`src/rtl/predicate_mask_sequencer.sv`:
```
// -----------------------------------------------------------------------------
// predicate_mask_sequencer
//
// This block is a command-driven sequencer for a 32x32x1 predicate register file.
// Each accepted command walks element indices 0..VL-1 of one predicate register.
// It drives the RF's single combinational read port and its single write port.
//
// Supported operations:
//   CLEAR   writes 0 to dst[0..VL-1].
//   SETALL  writes 1 to dst[0..VL-1].
//   COPY    dst[i] = src[i].
//   NOT     dst[i] = ~src[i]. src == dst is legal because each element is read
//           and written in the same cycle.
//   READ    streams src[0..VL-1] out on a valid/ready bit stream (rd_*).
//   WRITE   takes bits from a valid/ready bit stream (wr_*) into dst[0..VL-1].
//   NOP     (op 6/7) completes immediately.
//
// Optional feature (macro PRED_SEQ_POPCOUNT_EN):
//   Adds the output popcount. It is the number of 1 source bits consumed by
//   COPY/NOT/READ. It clears on command accept, is valid while done=1, and holds
//   until the next accept. When the macro is undefined, the port and the counter
//   are absent.
//
// Ports:
//   clk, reset                 clock, asynchronous active-high reset
//   cmd_valid/cmd_ready        command handshake
//   cmd_op/src/dst/vl          opcode, source reg, destination reg, element count
//                              (cmd_vl is clamped to NUM_REGISTERS)
//   rf_read_addr1/2            RF read {register, element}
//   rf_data_out                RF combinational read data
//   rf_write_addr1/2           RF write {register, element}
//   rf_write_enable/rf_data_in RF write strobe and data
//   rd_valid/rd_ready          READ stream handshake
//   rd_bit/rd_last             READ stream bit; rd_last marks element VL-1
//   wr_valid/wr_ready/wr_bit   WRITE stream handshake and bit
//   done                       one-cycle completion pulse
//   popcount                   (PRED_SEQ_POPCOUNT_EN only) source one-count
// -----------------------------------------------------------------------------
module predicate_mask_sequencer #(
    parameter int ADDR_WIDTH    = 5,
    parameter int NUM_REGISTERS = 32,
    parameter int VL_WIDTH      = 6
) (
    input  logic                  clk,
    input  logic                  reset,
    input  logic                  cmd_valid,
    output logic                  cmd_ready,
    input  logic [2:0]            cmd_op,
    input  logic [ADDR_WIDTH-1:0] cmd_src,
    input  logic [ADDR_WIDTH-1:0] cmd_dst,
    input  logic [VL_WIDTH-1:0]   cmd_vl,
    output logic [ADDR_WIDTH-1:0] rf_read_addr1,
    output logic [ADDR_WIDTH-1:0] rf_read_addr2,
    input  logic                  rf_data_out,
    output logic [ADDR_WIDTH-1:0] rf_write_addr1,
    output logic [ADDR_WIDTH-1:0] rf_write_addr2,
    output logic                  rf_write_enable,
    output logic                  rf_data_in,
    output logic                  rd_valid,
    input  logic                  rd_ready,
    output logic                  rd_bit,
    output logic                  rd_last,
    input  logic                  wr_valid,
    output logic                  wr_ready,
    input  logic                  wr_bit,
    output logic                  done
`ifdef PRED_SEQ_POPCOUNT_EN
    ,
    output logic [VL_WIDTH-1:0]   popcount
`endif
);

    typedef enum logic [1:0] {
        ST_IDLE,
        ST_RUN,
        ST_DONE
    } state_e;

    typedef enum logic [2:0] {
        OP_CLEAR  = 3'd0,
        OP_SETALL = 3'd1,
        OP_COPY   = 3'd2,
        OP_NOT    = 3'd3,
        OP_READ   = 3'd4,
        OP_WRITE  = 3'd5,
        OP_NOP6   = 3'd6,
        OP_NOP7   = 3'd7
    } op_e;

    localparam logic [VL_WIDTH-1:0] VL_MAX = VL_WIDTH'(NUM_REGISTERS);

    state_e                state_q, state_d;
    op_e                   op_q, op_d;
    logic [ADDR_WIDTH-1:0] src_q, src_d;
    logic [ADDR_WIDTH-1:0] dst_q, dst_d;
    logic [VL_WIDTH-1:0]   vl_q, vl_d;
    logic [ADDR_WIDTH-1:0] idx_q, idx_d;

    logic [VL_WIDTH-1:0]   vl_clamped;
    logic                  cmd_is_nop;
    logic                  is_last;
    logic                  advance;

    assign vl_clamped = (cmd_vl > VL_MAX) ? VL_MAX : cmd_vl;
    assign cmd_is_nop = (cmd_op == OP_NOP6) || (cmd_op == OP_NOP7);

    // vl_q is at least 1 whenever RUN is active, so vl_q - 1 never wraps there.
    assign is_last = (VL_WIDTH'(idx_q) == (vl_q - VL_WIDTH'(1)));

    // -------------------------------------------------------------------------
    // Next-state and output decode
    // -------------------------------------------------------------------------
    always_comb begin
        // NOTE: every signal driven here gets a default first, so no path
        // through the case statements can leave one unassigned (no latches).
        state_d         = state_q;
        op_d            = op_q;
        src_d           = src_q;
        dst_d           = dst_q;
        vl_d            = vl_q;
        idx_d           = idx_q;
        advance         = 1'b0;

        cmd_ready       = 1'b0;
        rf_read_addr1   = '0;
        rf_read_addr2   = '0;
        rf_write_addr1  = '0;
        rf_write_addr2  = '0;
        rf_write_enable = 1'b0;
        rf_data_in      = 1'b0;
        rd_valid        = 1'b0;
        rd_bit          = 1'b0;
        rd_last         = 1'b0;
        wr_ready        = 1'b0;
        done            = 1'b0;

        case (state_q)
            ST_IDLE: begin
                // cmd_ready is gated by reset so that every output reads 0
                // while reset is asserted.
                cmd_ready = !reset;
                if (cmd_valid && !reset) begin
                    op_d  = op_e'(cmd_op);
                    src_d = cmd_src;
                    dst_d = cmd_dst;
                    vl_d  = vl_clamped;
                    idx_d = '0;
                    if ((vl_clamped == '0) || cmd_is_nop) begin
                        state_d = ST_DONE;
                    end else begin
                        state_d = ST_RUN;
                    end
                end
            end

            ST_RUN: begin
                rf_read_addr1  = src_q;
                rf_read_addr2  = idx_q;
                rf_write_addr1 = dst_q;
                rf_write_addr2 = idx_q;

                case (op_q)
                    OP_CLEAR: begin
                        rf_write_enable = 1'b1;
                        rf_data_in      = 1'b0;
                        advance         = 1'b1;
                    end
                    OP_SETALL: begin
                        rf_write_enable = 1'b1;
                        rf_data_in      = 1'b1;
                        advance         = 1'b1;
                    end
                    OP_COPY: begin
                        rf_write_enable = 1'b1;
                        rf_data_in      = rf_data_out;
                        advance         = 1'b1;
                    end
                    OP_NOT: begin
                        rf_write_enable = 1'b1;
                        rf_data_in      = ~rf_data_out;
                        advance         = 1'b1;
                    end
                    OP_READ: begin
                        // The bit stays presented until the consumer takes it.
                        rd_valid = 1'b1;
                        rd_bit   = rf_data_out;
                        rd_last  = is_last;
                        advance  = rd_ready;
                    end
                    OP_WRITE: begin
                        wr_ready = 1'b1;
                        if (wr_valid) begin
                            rf_write_enable = 1'b1;
                            rf_data_in      = wr_bit;
                            advance         = 1'b1;
                        end
                    end
                    default: begin
                        // NOPs never enter RUN. Draining keeps the FSM from
                        // sticking here if that ever happened.
                        advance = 1'b1;
                    end
                endcase

                if (advance) begin
                    if (is_last) begin
                        state_d = ST_DONE;
                    end else begin
                        idx_d = idx_q + ADDR_WIDTH'(1);
                    end
                end
            end

            ST_DONE: begin
                done    = 1'b1;
                state_d = ST_IDLE;
            end

            default: begin
                state_d = ST_IDLE;
            end
        endcase
    end

    // -------------------------------------------------------------------------
    // State registers
    // -------------------------------------------------------------------------
    // NOTE: the whole control context has an async reset. Reset can abort a
    // command at any point, and the RF strobes are decoded from state_q, so
    // they must drop the instant reset rises.
    always_ff @(posedge clk or posedge reset) begin
        if (reset) begin
            state_q <= ST_IDLE;
            op_q    <= OP_CLEAR;
            src_q   <= '0;
            dst_q   <= '0;
            vl_q    <= '0;
            idx_q   <= '0;
        end else begin
            // NOTE: sequential state always uses non-blocking assignment so
            // every flop samples pre-edge values.
            state_q <= state_d;
            op_q    <= op_d;
            src_q   <= src_d;
            dst_q   <= dst_d;
            vl_q    <= vl_d;
            idx_q   <= idx_d;
        end
    end

`ifdef PRED_SEQ_POPCOUNT_EN
    // -------------------------------------------------------------------------
    // Source one-count for COPY/NOT/READ
    // -------------------------------------------------------------------------
    logic [VL_WIDTH-1:0] pop_q, pop_d;
    logic                src_consumed;

    always_comb begin
        pop_d        = pop_q;
        // A source bit counts as consumed only on the cycle its element
        // advances. For READ, that means stalled cycles are not counted twice.
        src_consumed = (state_q == ST_RUN) && advance &&
                       ((op_q == OP_COPY) || (op_q == OP_NOT) || (op_q == OP_READ));
        if (cmd_valid && cmd_ready) begin
            pop_d = '0;
        end else if (src_consumed && rf_data_out) begin
            pop_d = pop_q + VL_WIDTH'(1);
        end
    end

    always_ff @(posedge clk or posedge reset) begin
        if (reset) begin
            pop_q <= '0;
        end else begin
            pop_q <= pop_d;
        end
    end

    assign popcount = pop_q;
`endif

endmodule
```
`config.mk`:
```
export PLATFORM = sky130hd
export DESIGN_NAME = predicate_mask_sequencer
export DESIGN_NICKNAME = d
export VERILOG_FILES = /design/src/rtl/predicate_mask_sequencer.sv
export SDC_FILE = /design/constraint.sdc
export NUM_CORES = 1
export LEC_CHECK = 0
export CELL_PAD_IN_SITES_DETAIL_PLACEMENT = 1
export CELL_PAD_IN_SITES_GLOBAL_PLACEMENT = 2
export CORE_MARGIN = 3
export CORE_UTILIZATION = 29
export CTS_CLUSTER_DIAMETER = 80
export DETAILED_ROUTE_END_ITERATION = 10
export PLACE_DENSITY = 0.92
export REMOVE_ABC_BUFFERS = 1
export SYNTH_ARGS = -nofsm -noshare
export SYNTH_HDL_FRONTEND = slang
export SYNTH_SLANG_ARGS = --single-unit
export TNS_END_PERCENT = 5
```
`constraint.sdc`:
```
create_clock -name clk -period 4.3 [get_ports clk]
set_input_delay 0.86 -clock clk [delete_from_list [all_inputs] [get_ports clk]]
set_output_delay 0.86 -clock clk [all_outputs]
set_load 0.01 [all_outputs]
```
## After elaboration in Yosys (flattened, before gate mapping)

Index checks and enable logic that the tools add are counted.

- Add/subtract/negate cells: 2
- Magnitude comparators: 1
- Eq/ne operators: 14
- Mux-type cells: 31
- Bitwise gates (word level): 1
- Reduce and logical (&&, ||, !) cells: 12

Operators by type and width:

| operator | count |
|---|---|
| two-way mux 5 bit | 6 |
| two-way mux 1 bit | 15 |
| == test 3 bit (second input constant) | 4 |
| case mux 5 bit (2 select lines) | 1 |
| two-way mux 2 bit | 4 |
| inequality test 2 bit (second input constant) | 4 |
| == test 3 x 2 -> 1 bit (second input constant) | 2 |
| == test 5 x 6 -> 1 bit | 1 |
| greater-than comparator 6 bit (second input constant) | 1 |
| logical NOT 6 bit | 1 |
| two-way mux 6 bit | 1 |
| subtractor 6 x 1 -> 6 bit (second input constant) | 1 |
| adder 5 x 1 -> 5 bit (second input constant) | 1 |
| case mux 1 bit (2 select lines) | 2 |
| case mux 1 bit (4 select lines) | 1 |
| case mux 2 bit (2 select lines) | 1 |
| AND reduction 4 bit | 1 |
| OR reduction 4 bit | 1 |
| == test 3 x 1 -> 1 bit (second input constant) | 1 |
| logical NOT 3 bit | 1 |
| AND reduction 3 bit | 1 |
| == test 2 x 1 -> 1 bit (second input constant) | 1 |
| == test 2 bit (second input constant) | 1 |
| logical NOT 2 bit | 1 |
| other kinds (6) | 7 |

- Bits in registers: 26
- Input bits: 26
- Output and inout bits: 28
- Word-level logic and storage cells: 67

## Depth between registers and ports, before layout

Gate-level depths: netlist of the first run.

- Depth after elaboration: 7
- Gate-level depth with buffers: 9
- Mapped depth without buffers: 8

## Worst setup path before layout of the first run

Ideal clock, no wire load.

- Path kind: in2reg
- Start point: input reset
- End point: register idx_q[0]
- Setup time: 0.127 ns
- Arrival time: 2.354 ns
- Data required time: 4.173 ns
- Setup slack: 1.819 ns
- Stages: 5
- Path buffers: 0
- Path through: inv_1 > a211oi_1 > nor2_1 > nand2_4 > a221o_2

- Word-level cells in the longest chain between the ends: 4

RTL lines:

| what | RTL line | RTL |
|---|---|---|
| start, declared | 45 | `input logic reset,` |
| logical NOT 1 bit (no source line) | - |  |
| logical AND 1 bit | 142 | `if (cmd_valid && !reset) begin` |
| inequality test 2 bit (no source line) | - |  |
| AND reduction 4 bit (no source line) | - |  |
| end signal, assigned | 247 | `idx_q <= idx_d;` |
| end, declared | 97 | `logic [ADDR_WIDTH-1:0] idx_q, idx_d;` |

No other way between the ends.
A chain may end at the register's enable or synchronous reset.

## Final worst setup path of the first run

- Start point: register vl_q[0]
- End point: output rd_last

- Word-level cells in the longest chain between the ends: 4

RTL lines:

| what | RTL line | RTL |
|---|---|---|
| start, declared | 96 | `logic [VL_WIDTH-1:0] vl_q, vl_d;` |
| start signal, assigned | 246 | `vl_q <= vl_d;` |
| subtractor 6 x 1 -> 6 bit | 108 | `assign is_last = (VL_WIDTH'(idx_q) == (vl_q - VL_WIDTH'(1)));` |
| == test 5 x 6 -> 1 bit | 108 |  |
| two-way mux 1 bit | 162 | `case (op_q)` |
| two-way mux 1 bit | 137 | `case (state_q)` |
| end, declared | 62 | `output logic rd_last,` |

No other way between the ends.

==> results of run 1 <==
## per-stage QoR
step,std cells,setup slack (ns)
2_1_floorplan,146,1.82
3_3_place_gp,271,1.07
6_report,275,0.860
3_5_place_dp,271,0.997
4_1_cts,275,0.824
5_1_grt,275,0.626
## cells in the final DEF, fill, tap and decap left out, drive strengths merged, types with 2 or more instances in the layout
cell type,synthesis,final
nand3,3,3
mux2,14,14
nor4b,2,2
a41oi,2,2
nor3,3,3
a21oi,4,4
clkdlybuf4s50,0,53
nor2,7,7
and2,16,16
ha,2,2
o21ai,5,5
dfrtp,26,26
nand2b,5,5
nand4,4,4
xnor2,6,6
a211oi,3,3
inv,6,6
nand2,13,13
a21boi,2,2
a211o,2,2
or2b,2,2
nor2b,5,5
clkbuf,3,3
buf,10,2
## worst max-delay path by stage
stage               slack [ns]  cells past startpoint          to
floorplan                 1.82                      5    idx_q[0]
global placement          1.07                      5  rf_data_in
detailed placement         1.0                      5  rf_data_in
CTS                       0.82                      7     rd_last
global route              0.63                      7     rd_last
finish                    0.86                      7     rd_last
## final cells by class
type	count	area, um2
sequential	26	651
tap	70	87.6
multi-input combinational	114	845
timing repair buffer	55	546
inverter	6	22.5
fill	577	3020
clock inverter	1	30.0
clock buffer	3	41.3
## synth_stat cells, types with 2 or more instances
| master | count |
|---|---|
| nand4_1 | 3 |
| inv_1 | 6 |
| buf_4 | 5 |
| o21ai_0 | 5 |
| clkbuf_1 | 2 |
| nor2_1 | 7 |
| buf_2 | 3 |
| ha_1 | 2 |
| or2b_1 | 2 |
| nor3_1 | 2 |
| a211o_1 | 2 |
| and2_1 | 15 |
| a21oi_1 | 4 |
| a41oi_1 | 2 |
| nand2_1 | 12 |
| nor2b_1 | 4 |
| nand2b_1 | 5 |
| a211oi_1 | 3 |
| mux2_2 | 14 |
| dfrtp_1 | 26 |
| a21boi_0 | 2 |
| nand3_1 | 3 |
| buf_6 | 2 |
| xnor2_1 | 6 |
## flip-flops by register name (all words and copies together), names as in the netlist
register and cells:
vl_q 6, idx_q 5, src_q 5, dst_q 5, op_q 3, state_q 2
## where the power goes
part	internal, mW	switching (mW)
sequential	0.351	0.123
clock	0.125	0.0829
combinational	0.404	0.322
## per-layer routing
layer	GRT usage [%]	share of wire, %	vias to the layer above
met3	3.25	6.3	5
li1	-	-	643
met2	23.3	50	36
met4	4.05	1.2	0
met5	0	0	-
met1	15.1	43	627
## worst max-delay path: stages (launching register included)
cell and delay, ns:
dfrtp_1 0.41, inv_1 0.07, ha_1 0.30, xnor2_1 0.14, nor4_2 0.30, nand4_2 0.34
nor2_1 0.18, clkdlybuf4s50_1 0.56
## kinds of logic after synthesis
group | after synthesis | share of synthesized area [%]
AO/OA/AOI/OAI | 26 | 11.8
buffers and inverters | 19 | 6.86
AND/OR/NAND/NOR | 66 | 26.1
XOR/XNOR | 6 | 3.27
adder cells (fa/ha/maj) | 2 | 1.56
multiplexers | 14 | 9.82
flip-flops | 26 | 40.5
==> impl_metrics.tcl, run 1 <==
set metrics [dict create \
    antenna_left 0 \
    cts_inserted_buffers 3 \
    grtUsageTotal_pct 13.0 \
    dieArea_um2 6460 \
    dpl.hpwl_mm 3.00 \
    synth_cell_types 46 \
    synth_edf_count 0 \
    crit_arrival_ns 2.58 \
    synth_seq_cells 26 \
    final_hold_viol_count 0 \
    hold_start "dst_q[2]" \
    crit_required_ns 3.44 \
    max_slew_margin_pct 43.0 \
    reg2reg_depth 7 \
    totalPowerFinal_mw 1.41 \
    yosysTopAreaCellShare_pct 40.5 \
    die_w_um 80.4 \
    yosysSeqAreaShare_pct 40.5 \
    cts_setup_buffers 0 \
    layout-drive-gt1-share_pct 15.1 \
    drt_iter0_markers 61 \
    worst_skew_pair.late_latency_ns 0.28 \
    areaGrowthSynthToFinish_pct 38.4 \
    n_antenna_cell 0 \
    power.density_nw_per_um2 634 \
    hold_buffers 0 \
    synth.top_cells.by_area "dfrtp_1 (41%), mux2_2 (9.8%), and2_1 (5.8%), xnor2_1 (3.3%), nand2_1 (2.8%)" \
    fin_skew_ns 0.00131 \
    async_reset_ff_share_pct 100 \
    hold_path_class "reg2reg" \
    postCtsResizedCells 0 \
    grt_antenna_before_repair 0 \
    io-pin-count 54 \
    holdWs_ns 0.505 \
    via_per_inst 4.77 \
    clockBufferDepth 2 \
    start_util_pct 30.6 \
    finalMaxSlewViolations 0 \
    yosysWarnings 0 \
    htreeDepth 1 \
    whs_endpoint "dst_q[2]" \
    startpoint "vl_q[0]" \
    place.gp.congestion 0.704 \
    final-setup-viol-count 0 \
    port_buffers 53 \
    final_util_pct 42.4 \
    cts_tree "built" \
    grt_pass1_vias 1413 \
    regToRegSetupSlack_ns 1.97 \
    clkTransAtPathRegs_ns 0.09 \
    reg2reg_from "state_q[0]" \
    fin_crit_sh_pct 80.0 \
    path_max_fanout 12 \
    hold_depth 1 \
    synth_flop_cell "dfrtp_1" \
    cts.sinks 26 \
    crit_path_end_kind "output port" \
    vias 1311 \
    layout_min_cycle_time_ns 3.44 \
    worstMarginPinSlew_ns 0.853 \
    final_cell_area_um2 2220 \
    reg2reg_to "idx_q[0]" \
    drc 0 \
    post_drt_wl_per_cell_um 14.3 \
    cap_viol_max_count 0 \
    grt_setup_unrepaired "no" \
    crit_type "reg2out" \
    drt-pass1-iter-count 4 \
    cts-root-buf "clkbuf_8" \
    postSynthAreaPerCell_um2 10.1 \
    placed_area_um2 2150 \
    crit_path_start_kind "flop" \
    nNetsFinal 234 \
    num_rows 26 \
    die_y_um 80.4 \
    routed_wl_mm 3.94 \
    syn_inst 159 \
    core_area_um2 5240 \
    synth_area_um2 1610 \
    fin_setup_tns_ns 0 \
    grt_max_degree 27 \
    max_freq_ghz 0.291 \
    grt.overflow.total 0 \
    grt_pass1_wl_mm 6.68 \
    yosysTopAreaCell "dfrtp_1" \
    p_leak_nw 0.909 \
    status "completed" \
    ir_drop_v 0.000278 \
]
Power figures use the tool's default switching activity.
==> inputs of run 2 (changes only) <==
--- a/config.mk
+++ b/config.mk
@@ -8,10 +8,10 @@
 export CELL_PAD_IN_SITES_DETAIL_PLACEMENT = 1
 export CELL_PAD_IN_SITES_GLOBAL_PLACEMENT = 2
 export CORE_MARGIN = 3
-export CORE_UTILIZATION = 29
+export CORE_UTILIZATION = 24
 export CTS_CLUSTER_DIAMETER = 80
 export DETAILED_ROUTE_END_ITERATION = 10
-export PLACE_DENSITY = 0.92
+export PLACE_DENSITY = 0.82
 export REMOVE_ABC_BUFFERS = 1
 export SYNTH_ARGS = -nofsm -noshare
 export SYNTH_HDL_FRONTEND = slang
==> constraint.sdc (replaced) <==
create_clock -name clk -period 2.9 [get_ports clk]
set_input_delay 0.58 -clock clk [delete_from_list [all_inputs] [get_ports clk]]
set_output_delay 0.58 -clock clk [all_outputs]
set_load 0.01 [all_outputs]
==> impl_metrics.tcl, run 2 (same netlist as run 1, synthesis figures left out) <==
set metrics [dict create \
    cts_inserted_buffers 3 \
    final_util_pct 35.6 \
    port_buffers 53 \
    hold_path_class "reg2reg" \
    clkTransAtPathRegs_ns 0.09 \
    final-setup-viol-count 0 \
    cp_slowest_stage_delay_ns 0.56 \
    fin_crit_sh_pct 91.8 \
    status "completed" \
    htreeDepth 1 \
    hold_buffers 0 \
    power.density_nw_per_um2 928 \
    cts.sinks 26 \
    whs_endpoint "dst_q[1]" \
    largest_reg_flops 6 \
    n_antenna_cell 0 \
    fin_cells 289 \
    grt_setup_unrepaired "no" \
    post_drt_wl_per_cell_um 14.0 \
    grt.overflow.total 0 \
    max_freq_ghz 0.376 \
    crit_path_start_kind "primary input" \
    worst_skew_pair.late_latency_ns 0.27 \
    final_cell_mix "clkdlybuf4s50_1 (52), dfrtp_1 (26), and2_1 (15)" \
    nNetsFinal 241 \
    grt_pass1_vias 1431 \
    mostFrequentLayoutCell "clkdlybuf4s50_1" \
    grt_antenna_before_repair 0 \
    via_per_inst 4.65 \
    path_common_cell "clkdlybuf4s50_1" \
    worstMarginPinSlew_ns 0.362 \
    fin_skew_ns 0.00706 \
    regMostFlops "vl_q" \
    fin_setup_tns_ns 0 \
    crit_required_ns 2.32 \
    hold_depth 1 \
    core_area_um2 6420 \
    die_w_um 87.8 \
    clockBufferDepth 2 \
    num_rows 29 \
    die_y_um 87.8 \
    crit_arrival_ns 2.08 \
    drt-pass1-iter-count 4 \
    io-pin-count 54 \
    routed_wl_mm 4.06 \
    grt_pass1_wl_mm 6.70 \
    path_max_fanout 3 \
    dieArea_um2 7710 \
    crit_path_cell_trace "clkdlybuf4s50_1, a21boi_0, o22ai_1, a21oi_1, nor3_1, clkdlybuf4s50_1" \
    vias 1344 \
    reg2reg_to "idx_q[0]" \
    grtUsageTotal_pct 10.9 \
    drc 0 \
    max_slew_margin_pct 75.7 \
    place.gp.congestion 0.737 \
    cts_tree "built" \
    layout_min_cycle_time_ns 2.66 \
    dpl.hpwl_mm 3.17 \
    cap_viol_max_count 0 \
    hold_start "dst_q[1]" \
    start_util_pct 25.0 \
    reg2reg_depth 8 \
    cts-root-buf "clkbuf_8" \
    ir_drop_v 0.000543 \
    p_leak_nw 0.960 \
    areaGrowthSynthToFinish_pct 42.4 \
    post-place-cells 283 \
    regToRegSetupSlack_ns 0.78 \
    cp_slowest_cell "clkdlybuf4s50_1" \
    final_hold_viol_count 0 \
    reg2reg_from "vl_q[0]" \
    drt_iter0_markers 32 \
    grt_max_degree 27 \
    layout-drive-gt1-share_pct 17.9 \
    crit_type "in2out" \
    finalMaxSlewViolations 0 \
    crit_path_end_kind "output port" \
    antenna_left 0 \
]
-- run 2: cell types whose count changed in the layout (fill, tap and decap cells not counted) --
cell / change
buf_4: +7
clkdlybuf4s50_1: -1
dlymetal6s2s_1: +1
-- run 2: per-stage QoR --
step | total power [mW] | hold WS [ns] | worst slack (ns) | cell area (um2)
after floorplan | 1.34 | 0.471 | 0.699 | 1520
after global placement | 1.81 | 0.479 | 0.231 | 2200
after detailed placement | 1.83 | 0.486 | 0.211 | 2200
after CTS | 2.17 | 0.509 | 0.00314 | 2280
after global routing | 2.31 | 0.529 | 0.112 | 2290
final | 2.12 | 0.502 | 0.239 | 2290
-- run 2: metal layers --
metal,vias up,routed length [um],GRT usage [%]
met5,-,0,0
met2,39,2120,19.9
met1,644,1610,12.6
li1,659,-,-
met3,2,308,4.33
met4,0,17,0.837
-- run 2: cell type report --
type	count	area, um2
Fill cell	723	4140
Multi-Input combinational cell	114	845
Sequential cell	26	651
Timing Repair Buffer	62	601
Tap cell	77	96.3
Clock buffer	3	41.3
Clock inverter	1	30.0
Inverter	6	22.5
-- run 2: how the worst max path moves through the flow --
stage,startpoint,to,slack [ns],cells after the start
after global routing,wr_valid,rf_data_in,0.11,6
final,wr_valid,rf_data_in,0.24,6
after CTS,vl_q[1],rd_last,0.003,7
after floorplan,reset,idx_q[0],0.70,5
after global placement,rf_data_out,rf_data_in,0.23,5
after detailed placement,rf_data_out,rf_data_in,0.21,5
-- run 2: where the power goes --
part	internal [mW]	total (mW)	switching, mW
Sequential	0.521	0.672	0.151
Combinational	0.638	1.15	0.510
Clock	0.185	0.302	0.117
Total	1.34	2.12	0.778
-- run 2: worst max-delay path: cells and delay by family --
family / cells / cell delay [ns]
buffers and inverters: 2 / 1.06
AO/OA/AOI/OAI: 3 / 0.31
AND/OR/NAND/NOR: 1 / 0.13
-- run 2: timing repair --
action,in CTS,in global routing
pin swaps,0,0
endpoints found under the setup margin,1,1
gates resized for setup,0,1
setup buffers,2,0
